<file path="src/rtl/divider.sv">
// Sequential restoring divider: one quotient bit per clock behind a valid/ready handshake.
// Define DIVIDER_SIGNED_EN for two's-complement truncating division (C semantics).
module divider #(
  parameter int IN_DATA_WIDTH  = 32,
  parameter int OUT_DATA_WIDTH = 32
) (
  input  logic                      clk,
  input  logic                      rst_n,
  input  logic                      in_valid,
  output logic                      in_ready,
  input  logic [IN_DATA_WIDTH-1:0]  dividend,
  input  logic [IN_DATA_WIDTH-1:0]  divisor,
  output logic                      out_valid,
  input  logic                      out_ready,
  output logic [OUT_DATA_WIDTH-1:0] quotient,
  output logic [OUT_DATA_WIDTH-1:0] remainder,
  output logic                      div_by_zero
);
  localparam int W  = IN_DATA_WIDTH;
  localparam int CW = $clog2(W);

  if (OUT_DATA_WIDTH != IN_DATA_WIDTH) begin : g_width_chk
    $error("divider: OUT_DATA_WIDTH must equal IN_DATA_WIDTH");
  end

  typedef enum logic [1:0] {IDLE, CALC, DONE} state_t;
  state_t state, state_nxt;

  logic          accept, zero_dsr;
  logic [W-1:0]  dvd, dsr, rem, rem_nxt;
  logic [W-1:0]  dividend_mag, divisor_mag, q_fix, r_fix;
  logic [W:0]    shifted, diff;
  logic          q_bit, last;
  logic [CW-1:0] cnt;

  assign accept   = in_valid & in_ready;
  assign zero_dsr = (divisor == '0);

  // dvd doubles as the quotient register: dividend bits leave at the top while
  // quotient bits enter at the bottom.
  assign shifted = {rem, dvd[W-1]};
  assign diff    = shifted - {1'b0, dsr};
  assign q_bit   = ~diff[W];
  assign rem_nxt = q_bit ? diff[W-1:0] : shifted[W-1:0];

`ifdef DIVIDER_SIGNED_EN
  logic q_neg, r_neg;

  always_comb begin
    dividend_mag = dividend[W-1] ? (~dividend + 1'b1) : dividend;
    divisor_mag  = divisor[W-1]  ? (~divisor + 1'b1)  : divisor;
    q_fix        = q_neg ? (~dvd + 1'b1) : dvd;
    r_fix        = r_neg ? (~rem + 1'b1) : rem;
  end

  always_ff @(posedge clk or negedge rst_n) begin
    if (!rst_n) begin
      q_neg <= 1'b0;
      r_neg <= 1'b0;
    end else if (state == IDLE && accept) begin
      q_neg <= dividend[W-1] ^ divisor[W-1];
      r_neg <= dividend[W-1];
    end
  end
`else
  always_comb begin
    dividend_mag = dividend;
    divisor_mag  = divisor;
    q_fix        = dvd;
    r_fix        = rem;
  end
`endif

  always_ff @(posedge clk or negedge rst_n) begin
    if (!rst_n) state <= IDLE;
    else        state <= state_nxt;
  end

  always_comb begin
    state_nxt = state;
    case (state)
      IDLE: if (accept) state_nxt = zero_dsr ? DONE : CALC;
      CALC: if (last) state_nxt = DONE;
      DONE: if (out_ready) state_nxt = IDLE;
      default: state_nxt = IDLE;
    endcase
  end

  always_comb begin
    in_ready  = 1'b0;
    out_valid = 1'b0;
    case (state)
      IDLE:    in_ready  = rst_n;
      DONE:    out_valid = 1'b1;
      default: ;
    endcase
  end

  // The last iteration only raises 'last'; the following edge publishes the
  // (sign-fixed) result, giving W+1 cycles from accept to out_valid.
  always_ff @(posedge clk or negedge rst_n) begin
    if (!rst_n) begin
      dvd         <= '0;
      dsr         <= '0;
      rem         <= '0;
      cnt         <= '0;
      last        <= 1'b0;
      quotient    <= '0;
      remainder   <= '0;
      div_by_zero <= 1'b0;
    end else begin
      case (state)
        IDLE: if (accept) begin
          if (zero_dsr) begin
            quotient    <= '1;
            remainder   <= dividend;
            div_by_zero <= 1'b1;
          end else begin
            dvd         <= dividend_mag;
            dsr         <= divisor_mag;
            rem         <= '0;
            cnt         <= CW'(W - 1);
            last        <= 1'b0;
            div_by_zero <= 1'b0;
          end
        end
        CALC: begin
          if (last) begin
            quotient  <= q_fix;
            remainder <= r_fix;
            last      <= 1'b0;
          end else begin
            dvd <= {dvd[W-2:0], q_bit};
            rem <= rem_nxt;
            if (cnt == '0) last <= 1'b1;
            else           cnt  <= cnt - CW'(1);
          end
        end
        default: ;
      endcase
    end
  end

endmodule

</file>
<file path="config.mk">
export PLATFORM = sky130hd
export DESIGN_NAME = divider
export DESIGN_NICKNAME = d
export VERILOG_FILES = /design/src/rtl/divider.sv
export SDC_FILE = /design/constraint.sdc
export NUM_CORES = 1
export LEC_CHECK = 0
export ABC_AREA = 1
export BUFFER_PORTS_ARGS = -buffer_cell sky130_fd_sc_hd__buf_2
export CORE_UTILIZATION = 35
export CTS_CLUSTER_SIZE = 25
export DETAILED_ROUTE_END_ITERATION = 8
export PLACE_DENSITY = 0.54
export SLEW_MARGIN = 20
export SYNTH_ARGS = -nofsm -noshare
export SYNTH_HDL_FRONTEND = slang
export SYNTH_SLANG_ARGS = --single-unit
</file>
<file path="constraint.sdc">
create_clock -name clk -period 2.8 [get_ports clk]
set_input_delay 0.42 -clock clk [delete_from_list [all_inputs] [get_ports clk]]
set_output_delay 0.42 -clock clk [all_outputs]
set_load 0.01 [all_outputs]
</file>
### Word level (Yosys, flattened, before mapping)

Cells that the tools add are included.

| storage, ports and cells | value |
|---|---|
| register bits after elaboration | 169 |
| word-level logic and storage cells | 69 |

| operators by class | value |
|---|---|
| add/sub/neg operators | 2 |
| eq/ne operators | 9 |
| muxes and demuxes | 35 |
| bitwise logic cells | 3 |
| reductions and logical operators | 11 |

Operators with widths:

| kind | number |
|---|---|
| two-way mux 32 bit | 13 |
| case mux 32 bit (2 select lines) | 4 |
| subtractor 33 x 32 -> 33 bit | 1 |
| logical NOT 32 bit | 1 |
| two-way mux 5 bit | 4 |
| != test 2 bit, second input constant | 7 |
| case mux 5 bit (2 select lines) | 1 |
| AND reduction 3 bit | 3 |
| two-way mux 2 bit | 4 |
| AND reduction 4 bit | 2 |
| two-way mux 1 bit | 7 |
| case mux 2 bit (3 select lines) | 1 |
| logical NOT 5 bit | 1 |
| AND reduction 5 bit | 1 |
| subtractor 5 x 1 -> 5 bit, second input constant | 1 |
| equality test 2 x 1 -> 1 bit, second input constant | 1 |
| equality test 2 bit, second input constant | 1 |
| logical NOT 2 bit | 1 |
| inverter 1 bit | 2 |
| case mux 1 bit (2 select lines) | 1 |
| AND reduction 2 bit | 1 |
| nonzero test 2 bit | 1 |
| AND 1 bit | 1 |

### Longest topological paths before layout

| depth | value |
|---|---|
| depth after elaboration | 5 |
| depth in mapped cells | 18 |
| depth with buffers taken out | 18 |

### Worst setup path after synthesis

OpenSTA, ideal clock, no wires.

| timing path | value |
|---|---|
| path kind | reg-to-reg |
| start point | register dvd[31] |
| end point | register rem[27], in the netlist r_fix[27] |
| setup time | 116 ps |
| arrival time | 2092 ps |
| data required time | 2684 ps |
| path slack | 592 ps |
| stages on the path, launching flop included | 18 |
| buffers on the path | 1 |
| period minus slack after synthesis | 2208 ps |
| cell sequence | dfrtp_1 inv_1 ha_1 inv_1 fa_1 nand2_1 nand2_1 nand3_1 nand2_2 nand2_1 nand2_2 nand2_2 nand3_1 nand2_4 buf_6 nand3_1 nand2_1 nand2_1 |

| between the ends | value |
|---|---|
| longest elaborated chain between the ends | 4 |

Ends and longest elaborated chain:

| element | RTL line | source |
|---|---|---|
| from (decl) | 30 | `logic [W-1:0] dvd, dsr, rem, rem_nxt;` |
| from (signal assigned) | 119 | `dvd <= dividend_mag;` |
| from (signal assigned) | 133 | `dvd <= {dvd[W-2:0], q_bit};` |
| subtractor 33 x 32 -> 33 bit | 42 | `assign diff = shifted - {1'b0, dsr};` |
| two-way mux 32 bit | 44 | `assign rem_nxt = q_bit ? diff[W-1:0] : shifted[W-1:0];` |
| two-way mux 32 bit | 128 | `if (last) begin` |
| case mux 32 bit (2 select lines) | 112 | `case (state)` |
| to (signal assigned) | 134 | `rem <= rem_nxt;` |
| to (decl) | 30 |  |

Every way passes these cells. The select of a mux whose other input is x is not followed.
A chain may end at the register's enable or synchronous reset.

### Final worst setup path

| timing path | value |
|---|---|
| start point | register dvd[31] |
| end point | register rem[24], in the netlist r_fix[24] |

Same word-level chain as after synthesis.

==> flow_summary.ini <==
[clock_network]
htreeDepth = 4
clk_latency_ns = 0.43
cts_root_buf = clkbuf_16
clock-sinks = 169
cts_buffers = 17
cts_tree = yes
clock_path_buffers = 2
clkTransAtPathRegs_ns = 0.08

[global_routing]
grt_max_degree = 118
grt_pass1_wl_mm = 46.1
antenna_found_initial = 0
grt_overflow_total = 0
grt_use_total_pct = 19.5
grt_pass1_vias = 8761

[finish]
area_growth_pct = 16.4
stdcell_count = 2000
nNetsFinal = 1706
final_area_sq_um = 11900
antennaDiodeCount = 0
finish.utilization_pct = 41.4
drive_above_1_share_pct = 13.1

[worst_setup_path]
cp.required_ns = 3.12
critPathLaunchType = flop
worstSetupEndpointType = flop
crit_start = dvd[31]$_DFFE_PN0P_
cp.arrival_ns = 2.92
path_class = reg -> reg
r2r-start = dvd[31]$_DFFE_PN0P_
cp_max_fo = 12
worstRegToRegCells = 17

[synth]
synthAdderAreaFrac_pct = 4.37
netlist_area_sq_um = 10200
synth_top_family_by_area = simple AND/OR/NAND/NOR gates
ys_seq_area_share_pct = 41.5
synthXorXnorAreaFrac_pct = 1.55
synth.area.mux_share_pct = 0
avgSynthCellArea_sq_um = 6.87
syn_inst = 1486
ys_seq_elements = 169
synth_warnings = 0
synth_compound_gate_area_share_pct = 11.1
synth_simple_gate_area_share_pct = 29.6
syn_nets = 1589
yosysUniqueCellTypes = 39

[routing]
drtIter0Drc = 605
routed_via_density = 4.64
avgRoutedWirePerCell_um = 14.1
drtPass1Iterations = 8
wl_mm = 28.1
ant_nets = 0
vias = 9277
drc = 0

[timing]
relSlewSlack_pct = 54.5
min_period_over_period_pct = 92.7
finalMaxSlewViolations = 0
period_needed_ns = 2.60
setup_viol = 0
finalHoldViolations = 0
whs_ns = 0.109
worst_slew_pin_slew_ns = 0.683
finalClockSkew_ns = 0.0107
max_freq_ghz = 0.385
fin_tns_setup_ns = 0
grt_setup_unrepaired = no

[placement]
hpwl_mm = 21.2
dp.cells = 1966
gp_congestion = 0.891
io_buffers = 134
dpl_cell_area_sq_um = 11300

[status]
status = complete, no violations

[floorplanning]
core.rowCount = 62
dieArea_sq_um = 29800
start_util_pct = 35.5
die_height_um = 173
die_w_um = 173
io_pins = 135
core_sq_um = 28700

[run]
cap_violations = 0

[pwr]
peakVddDrop_uv = 532
leakagePower_nw = 6.53
power-per-cell-area_nw_per_um2 = 1480

[hold_path]
hold_path_class = in -> async
-- sequential cells by signal, summed over array words and instances, names as in the netlist --
| signal | flops |
|---|---|
| cnt | 5 |
| dsr | 32 |
| last | 1 |
| dvd | 32 |
| quotient | 32 |
| state | 2 |
| div_by_zero | 1 |
| r_fix | 32 |
| remainder | 32 |
-- Yosys cell counts, drive strengths merged --
| master | count | area share [%] |
|---|---|---|
| nand2 | 539 | 20 |
| inv | 252 | 9.3 |
| o21ai | 190 | 9.3 |
| dfrtp | 169 | 41 |
| nor2 | 102 | 3.9 |
| nand3 | 66 | 3.4 |
| ha | 34 | 4.2 |
| buf | 30 | 1.8 |
| clkbuf | 22 | 0.81 |
| a21oi | 21 | 1.1 |
| nand4 | 13 | 0.80 |
| xnor2 | 13 | 1.1 |
| nor3 | 6 | 0.45 |
| nor4 | 6 | 0.37 |
| xor2 | 5 | 0.43 |
| and2 | 3 | 0.18 |
| o21bai | 3 | 0.22 |
| a31oi | 2 | 0.12 |
| nand3b | 2 | 0.15 |
| o21a | 2 | 0.15 |
| a21o | 1 | 0.074 |
| clkinv | 1 | 0.037 |
| fa | 1 | 0.20 |
| o211ai | 1 | 0.074 |
| o31ai | 1 | 0.074 |
| or2 | 1 | 0.061 |
-- cells by family (layout without fill, tap and decap cells) --
family	after synthesis	in the layout
AOI/OAI and AO/OA	221	221
xor gates and xnor gates	18	18
adders and majority gates	35	35
buffers and inverters	305	435
DFF	169	169
and+or+nand+nor	738	738
-- repair_timing --
action                                  4_1_cts  5_1_grt
endpoints found under the hold margin         0        0
endpoints found under the setup margin        0       14
resized for setup                             0        0
hold buffers                                  0        0
setup buffers                                 0        2
-- cell usage in the layout, fill, tap and decap left out, drive strengths merged --
cell type,netlist,final
o21bai,3,3
a21o,1,1
o21ai,190,190
nand3,66,66
o211ai,1,1
dfrtp,169,169
clkbuf,22,18
o21a,2,2
or2,1,1
a31oi,2,2
buf,30,150
nand3b,2,2
nor3,6,6
inv,252,258
clkinv,1,8
o31ai,1,1
fa,1,1
xor2,5,5
and2,3,3
nor2,102,102
clkinvlp,0,1
nor4,6,6
a21oi,21,21
nand4,13,13
xnor2,13,13
ha,34,34
nand2,539,539
-- through the flow --
| step | total power [mW] | setup WS, ns |
|---|---|---|
| finish | 17.6 | 0.204 |
| global route | 19.5 | 0.0182 |
| CTS | 17.7 | 0.0940 |
| detailed placement | 15.2 | 0.114 |
| global placement | 15.1 | -0.0892 |
| floorplan | 12.3 | 0.592 |
-- layer usage --
layer | up-vias | global-route usage, % | wire [um]
met4 | 0 | 5.60 | 462
met1 | 4234 | 27.5 | 13900
met3 | 30 | 2.48 | 1170
li1 | 4818 | - | -
met2 | 195 | 31.4 | 12600
met5 | - | 0 | 0
-- layout make-up --
cell class	count	area, sq um
clock buffer	18	439
clock inverter	14	149
fill	3092	16800
inverter	253	951
multi-input combinational	1012	4780
sequential	169	4230
tap	384	480
timing repair buffer	150	847
-- path summary, 6_finish.rpt --
check                      slack, ns                        end
max                             0.20      r_fix[24]$_DFFE_PN0P_
min                             0.11         dvd[8]$_DFFE_PN0P_
max reg2reg                     0.20      r_fix[24]$_DFFE_PN0P_
min reg2reg                     0.48  remainder[15]$_DFFE_PN0P_
max in group asynchronous       1.51   remainder[0]$_DFFE_PN0P_
min in group clk                0.16       state[1]$_DFFE_PN0P_
-- power breakdown --
group,switching (mW),internal [mW]
sequential,0.733,3.67
clock,1.17,1.22
combinational,7.10,3.70
-- critical path: stages, from the launching register on --
cell and delay, ns:
dfrtp_1 0.38, inv_1 0.10, ha_1 0.15, inv_1 0.07, fa_1 0.40, nand2_1 0.09
nand2_1 0.10, nand3_1 0.11, nand2_2 0.10, nand2_1 0.09, nand2_2 0.08, nand2_2 0.10
nand3_1 0.16, nand2_4 0.14, buf_4 0.20, nand2_1 0.09, nand3_1 0.07, nand2_1 0.05
Note: power is estimated with default switching activity, not from simulation.
